File: src/rtl/sr_arb_pkg.sv
// sr_arb_pkg: shared FSM state and op encodings for the SR flag arbiter.
package sr_arb_pkg;
  typedef enum logic [1:0] {IDLE, DRIVE, DONE} state_e;
  localparam logic OP_SET = 1'b1;
  localparam logic OP_CLR = 1'b0;
endpackage

File: src/rtl/sr_flag_arbiter_if.sv
// sr_flag_arbiter_if: requester/arbiter bundle; conflict_cnt exists only with SR_ARB_CONFLICT_CNT_EN.
interface sr_flag_arbiter_if #(
  parameter int NREQ = 4
`ifdef SR_ARB_CONFLICT_CNT_EN
  , parameter int CNT_W = 8
`endif
);
  logic [NREQ-1:0] req, op, gnt;
  logic done, busy, lat_en, lat_s, lat_r, q;
`ifdef SR_ARB_CONFLICT_CNT_EN
  logic [CNT_W-1:0] conflict_cnt;
`endif
  modport master (
    output req, op,
    input gnt, done, busy, lat_en, lat_s, lat_r, q
`ifdef SR_ARB_CONFLICT_CNT_EN
    , input conflict_cnt
`endif
  );
  modport slave (
    input req, op,
    output gnt, done, busy, lat_en, lat_s, lat_r, q
`ifdef SR_ARB_CONFLICT_CNT_EN
    , output conflict_cnt
`endif
  );
endinterface

File: src/rtl/sr_flag_cell.sv
// sr_flag_cell: clocked SR flag; set and reset together hold the current value.
module sr_flag_cell (
  input  logic clk,
  input  logic rst,
  input  logic en,
  input  logic s,
  input  logic r,
  output logic q
);
  logic q_q, q_d;
  always_comb q_d = (en & s & ~r) ? 1'b1 : (en & r & ~s) ? 1'b0 : q_q;
  always_ff @(posedge clk or posedge rst)
    if (rst) q_q <= 1'b0;
    else q_q <= q_d;
  assign q = q_q;
endmodule

File: src/rtl/sr_flag_arbiter.sv
// sr_flag_arbiter: round-robin arbiter sequencing a shared SR flag cell.
// Optional saturating set/clear conflict counter enabled by SR_ARB_CONFLICT_CNT_EN.
module sr_flag_arbiter
  import sr_arb_pkg::*;
#(
  parameter int NREQ = 4,
  parameter int HOLD_CYC = 2
`ifdef SR_ARB_CONFLICT_CNT_EN
  , parameter int CNT_W = 8
`endif
) (
  input logic clk,
  input logic rst,
  sr_flag_arbiter_if.slave bus
);
  localparam int PW = $clog2(NREQ);
  localparam int HW = HOLD_CYC > 1 ? $clog2(HOLD_CYC) : 1;
  state_e state_q, state_d;
  logic [PW-1:0] ptr_q, ptr_d, win_q, win_d, win;
  logic [NREQ-1:0] gnt_q, gnt_d;
  logic [HW-1:0] hold_q, hold_d;
  logic op_q, op_d, found, cell_q, lat_en, lat_s, lat_r;
  // Downward scan so the lowest offset from the pointer is written last and wins.
  always_comb begin
    win = ptr_q;
    found = 1'b0;
    for (int i = NREQ - 1; i >= 0; i--)
      if (bus.req[PW'((int'(ptr_q) + i) % NREQ)]) begin
        win = PW'((int'(ptr_q) + i) % NREQ);
        found = 1'b1;
      end
  end
  always_comb begin
    state_d = state_q;
    gnt_d = gnt_q;
    op_d = op_q;
    hold_d = hold_q;
    ptr_d = ptr_q;
    win_d = win_q;
    case (state_q)
      IDLE: if (found) begin
        gnt_d = NREQ'(1) << win;
        op_d = bus.op[win];
        win_d = win;
        hold_d = HW'(HOLD_CYC - 1);
        state_d = (bus.op[win] == cell_q) ? DONE : DRIVE;
      end
      DRIVE: begin
        hold_d = (hold_q == '0) ? hold_q : hold_q - HW'(1);
        state_d = (hold_q == '0) ? DONE : DRIVE;
      end
      DONE: begin
        gnt_d = '0;
        ptr_d = (int'(win_q) == NREQ - 1) ? '0 : win_q + PW'(1);
        state_d = IDLE;
      end
      default: state_d = IDLE;
    endcase
  end
  always_ff @(posedge clk or posedge rst)
    if (rst) begin
      state_q <= IDLE;
      gnt_q <= '0;
      op_q <= 1'b0;
      hold_q <= '0;
      ptr_q <= '0;
      win_q <= '0;
    end else begin
      state_q <= state_d;
      gnt_q <= gnt_d;
      op_q <= op_d;
      hold_q <= hold_d;
      ptr_q <= ptr_d;
      win_q <= win_d;
    end
  assign lat_en = state_q == DRIVE;
  assign lat_s = lat_en & (op_q == OP_SET);
  assign lat_r = lat_en & (op_q == OP_CLR);
  sr_flag_cell u_cell (.clk(clk), .rst(rst), .en(lat_en), .s(lat_s), .r(lat_r), .q(cell_q));
  assign bus.gnt = gnt_q;
  assign bus.done = state_q == DONE;
  assign bus.busy = state_q != IDLE;
  assign bus.lat_en = lat_en;
  assign bus.lat_s = lat_s;
  assign bus.lat_r = lat_r;
  assign bus.q = cell_q;
`ifdef SR_ARB_CONFLICT_CNT_EN
  logic [CNT_W-1:0] cnt_q, cnt_d;
  always_comb
    cnt_d = (state_q == IDLE && |(bus.req & bus.op) && |(bus.req & ~bus.op) && !(&cnt_q))
          ? cnt_q + CNT_W'(1) : cnt_q;
  always_ff @(posedge clk or posedge rst)
    if (rst) cnt_q <= '0;
    else cnt_q <= cnt_d;
  assign bus.conflict_cnt = cnt_q;
`endif
endmodule
File: src/flat_wrapper.sv
// flat-port wrapper written by rule: the top's interface ports become plain ports
module sr_flag_arbiter_flat import sr_arb_pkg::*;
#(
  parameter int NREQ = 4,
  parameter int HOLD_CYC = 2

)
  (clk, rst, bus_req, bus_op, bus_gnt, bus_done, bus_busy, bus_lat_en, bus_lat_s, bus_lat_r, bus_q);
  sr_flag_arbiter_if #(.NREQ(NREQ)) bus_i ();
  input logic clk;
  input logic rst;
  input wire logic [$bits(bus_i.req)-1:0] bus_req;
  input wire logic [$bits(bus_i.op)-1:0] bus_op;
  output wire logic [$bits(bus_i.gnt)-1:0] bus_gnt;
  output wire logic [$bits(bus_i.done)-1:0] bus_done;
  output wire logic [$bits(bus_i.busy)-1:0] bus_busy;
  output wire logic [$bits(bus_i.lat_en)-1:0] bus_lat_en;
  output wire logic [$bits(bus_i.lat_s)-1:0] bus_lat_s;
  output wire logic [$bits(bus_i.lat_r)-1:0] bus_lat_r;
  output wire logic [$bits(bus_i.q)-1:0] bus_q;
  assign bus_i.req = bus_req;
  assign bus_i.op = bus_op;
  assign bus_gnt = bus_i.gnt;
  assign bus_done = bus_i.done;
  assign bus_busy = bus_i.busy;
  assign bus_lat_en = bus_i.lat_en;
  assign bus_lat_s = bus_i.lat_s;
  assign bus_lat_r = bus_i.lat_r;
  assign bus_q = bus_i.q;
  sr_flag_arbiter #(.NREQ(NREQ), .HOLD_CYC(HOLD_CYC)) u_core (.clk(clk), .rst(rst), .bus(bus_i));
endmodule
File: config.mk
export PLATFORM = sky130hd
export DESIGN_NAME = sr_flag_arbiter_flat
export DESIGN_NICKNAME = d
export VERILOG_FILES = /design/src/rtl/sr_arb_pkg.sv /design/src/rtl/sr_flag_arbiter_if.sv /design/src/rtl/sr_flag_cell.sv /design/src/rtl/sr_flag_arbiter.sv /design/src/flat_wrapper.sv
export SDC_FILE = /design/constraint.sdc
export NUM_CORES = 1
export LEC_CHECK = 0
export CAP_MARGIN = 10
export CORE_UTILIZATION = 35
export DETAILED_ROUTE_END_ITERATION = 16
export SYNTH_ARGS = -nofsm -noshare
export SYNTH_HDL_FRONTEND = slang
export SYNTH_SLANG_ARGS = --single-unit
File: constraint.sdc
create_clock -name clk -period 2.5 [get_ports clk]
set_input_delay 0.5 -clock clk [delete_from_list [all_inputs] [get_ports clk]]
set_output_delay 0.5 -clock clk [all_outputs]
set_load 0.005 [all_outputs]
==> flow_metrics.py, run 1 <==
metrics = {
    "run_status": {
        "outcome": "completed",
    },
    "placement": {
        "place_congestion": 0.803,
        "dp_hpwl_um": 1090,
        "placed_cells": 119,
        "placed_cell_area_um2": 932,
        "pre_cts_slack_ps": -10.2,
        "portBuffers": 19,
    },
    "yosys": {
        "yosys.area.top_type_share_pct": 47.3,
        "synth.avg_cell_area_um2": 9.43,
        "synth_area_leaders": "dfrtp_1 (47%), nand2b_1 (4.5%), nand2_1 (4.4%), mux4_2 (3.3%), o31ai_1 (3.3%)",
        "synth-seq-cells": 13,
        "ys_warn_count": 0,
        "synth.most_common_cell": "dfrtp_1",
        "ys_seq_area_share_pct": 47.3,
        "yosysTopAreaCell": "dfrtp_1",
        "yosysUniqueCellTypes": 26,
        "synthArstFlopShare_pct": 100,
        "synthFlopType": "dfrtp_1",
        "yosys-top-cells-count": "dfrtp_1 (13), nand2_1 (8), inv_1 (5), nand2b_1 (5), nor2_1 (5)",
        "syn_nets": 84,
        "synth_edf_count": 0,
        "synthCells": 73,
        "synth_area_um2": 688,
    },
    "sta": {
        "fin_crit_ps": 2210,
        "hold_violations": 0,
        "tightest_slew_ps": 515,
        "slew_headroom_pct": 65.6,
        "rsz0062_at_grt": "no",
        "post-route-period-util_pct": 88.2,
        "timing.fmax_ghz": 0.453,
        "setup-violations-final": 0,
        "finalWorstSetupSlack_ps": 294,
        "skew_ps": 1.00,
        "hold-worst-slack_ps": 495,
        "slew_viol_final": 0,
    },
    "cells_and_area": {
        "final_area_um2": 958,
        "layout-drive-gt1-share_pct": 11.2,
        "antenna_cells": 0,
        "finalNetCount": 110,
        "finalNonFillerCells": 123,
        "syn_to_final_growth_pct": 39.3,
    },
    "cts": {
        "clk_path_buf_depth": 2,
        "cts.hold.buffers_added": 0,
        "clkLatencyLatePin_ps": 280,
        "cts_buffers": 3,
        "cts-resized-gates": 0,
        "cts_root_buffer": "clkbuf_4",
        "post_cts_buffers": 0,
        "cts_tree": "yes",
        "h-tree-depth": 1,
        "clk_pin_slew_ps": 80,
        "clock-sinks": 13,
    },
    "die": {
        "dieHeight_um": 46.3,
        "die_w_um": 46.3,
        "start_util_pct": 38.6,
        "num_io_pins": 20,
        "dieArea_um2": 2150,
        "core_area_um2": 1780,
        "fp-row-count": 15,
    },
    "worst_setup_path": {
        "slowest_delay_ps": 560,
        "crit_family": "buffers and inverters",
        "end_kind": "flip-flop",
        "slowest_stage": "clkdlybuf4s50_1",
        "crit_path_cell_trace": "clkdlybuf4s50_1 > nor2_1 > a2bb2oi_1 > o221ai_2 > mux4_2 > xnor2_1 > o211a_1",
        "worst-setup-path-type": "in -> reg",
        "cp.required_ps": 2670,
        "startpoint_type": "input pin",
        "cp_max_fo": 6,
        "cp_num_buf_inv": 1,
        "arrival_ps": 2380,
    },
    "hold_path": {
        "min_path_type": "reg -> reg",
    },
    "global_routing": {
        "grt_pass1_wl_um": 2480,
        "busiest_layer": "met2",
        "grtUsageTotal_pct": 17.3,
        "met3_usage_pct": 4.71,
        "grt_max_degree": 14,
        "grt_antenna_before_repair": 0,
        "globalRouteOverflowTotal": 0,
        "grtUsageMet2_pct": 29.4,
        "grt_pass1_vias": 593,
        "grt_use_met1_pct": 19.4,
    },
    "power": {
        "vdd_drop_max_mv": 0.571,
        "leakage_uw": 0.000433,
        "p_per_area_nw_per_um2": 1130,
    },
    "detailed_routing": {
        "vias": 606,
        "wirelength_um": 1470,
        "via_per_inst": 4.93,
        "ant_nets": 0,
        "wire_per_inst_um": 12.0,
        "drtIter0Drc": 8,
        "drc": 0,
        "dr.pass1.iters": 2,
    },
    "flow_run": {
        "cap_violations": 0,
    },
}
[through the flow]
step                      total power (µW)  setup TNS (ps)  utilization (%)
final                                 1090               0             53.8
after global routing                  1190               0             53.8
after CTS                             1110               0             53.8
after detailed placement               962           -10.2             52.3
after global placement                 956               0             52.3
after floorplan                        707               0                -
[flip-flops by register name (all words and copies together), names as in the netlist]
name	count
u_core.bus.gnt	4
u_core.hold_q	1
u_core.op_q	1
u_core.ptr_q	2
u_core.state_q	2
u_core.u_cell.q	1
u_core.win_q	2
[per-layer routing]
metal / vias up / wire length (µm) / part of all wire, %
li1: 306 / - / -
met1: 287 / 630 / 43
met2: 11 / 778 / 53
met3: 2 / 47 / 3.2
met4: 0 / 14 / 0.95
met5: - / 0 / 0
[final timing paths]
path,from,to,slack (ps),cells past startpoint
worst min-delay path,u_core.win_q[0],u_core.ptr_q[0],490,1
worst min register to register,u_core.win_q[0],u_core.ptr_q[0],490,1
worst max register to register,u_core.ptr_q[1],u_core.state_q[1],660,6
min in group asynchronous,rst,u_core.state_q[0],550,2
max in group asynchronous,rst,u_core.u_cell.q,1610,2
worst max-delay path,bus_req[0],u_core.state_q[1],290,7
[worst reg2reg max path: cells and delay by family, from the launching register on]
kind | cells | cell delay [ps]
AOI/OAI and AO/OA | 3 | 490
xor gates and xnor gates | 1 | 160
buffers and inverters | 1 | 100
DFF | 1 | 440
muxes | 1 | 550
[area by class of cell]
cell class	instances	area [µm²]
Timing Repair Buffer	23	220
Multi-Input combinational cell	52	333
Tap cell	25	31.3
Inverter	6	22.5
Clock buffer	4	26.3
Sequential cell	13	325
Fill cell	167	825
[where the power goes]
| part | internal, µW | switching [µW] | total [µW] |
|---|---|---|---|
| registers | 308 | 77.7 | 385 |
| logic | 314 | 251 | 565 |
| clock network | 61.9 | 73.9 | 136 |
| total | 684 | 403 | 1090 |
[kinds of logic (layout without fill, tap and decap cells)]
family                     Yosys count  in the layout  share of synthesized area (%)
muxes                                3              3                           6.54
xor gates and xnor gates             1              1                           1.27
buffers and inverters                8             33                           4.36
and+or+nand+nor                     28             28                           20.2
AOI/OAI and AO/OA                   19             19                           18.5
adders and majority gates            1              1                           1.82
DFF                                 13             13                           47.3
[cells in the final DEF (no fill, tap or decap), types with 3 or more instances in the layout]
| master | synthesis | routed |
|---|---|---|
| clkbuf_4 | 0 | 3 |
| nand3_1 | 4 | 4 |
| nand2b_1 | 5 | 5 |
| clkdlybuf4s50_1 | 0 | 19 |
| nand2_1 | 8 | 8 |
| a21oi_1 | 3 | 3 |
| o31ai_1 | 3 | 3 |
| nor2b_1 | 3 | 3 |
| buf_4 | 0 | 4 |
| inv_1 | 5 | 5 |
| o21ai_1 | 4 | 4 |
| dfrtp_1 | 13 | 13 |
| nor2_1 | 5 | 5 |
| o21ai_0 | 4 | 4 |
Note: power is estimated with default switching activity, not from simulation.
==> run 2, diff against run 1 <==
- CTS_CLUSTER_SIZE: unset -> 8
- SKIP_CTS_REPAIR_TIMING: unset -> 1
==> results of run 2 <==
No change in the layout: final DEF, timing and power equal those of run 1.
==> run 3, diff against run 2 <==
- CTS_CLUSTER_DIAMETER: unset -> 60
==> results of run 3 <==
No change in the layout: final DEF, timing and power equal those of run 1.
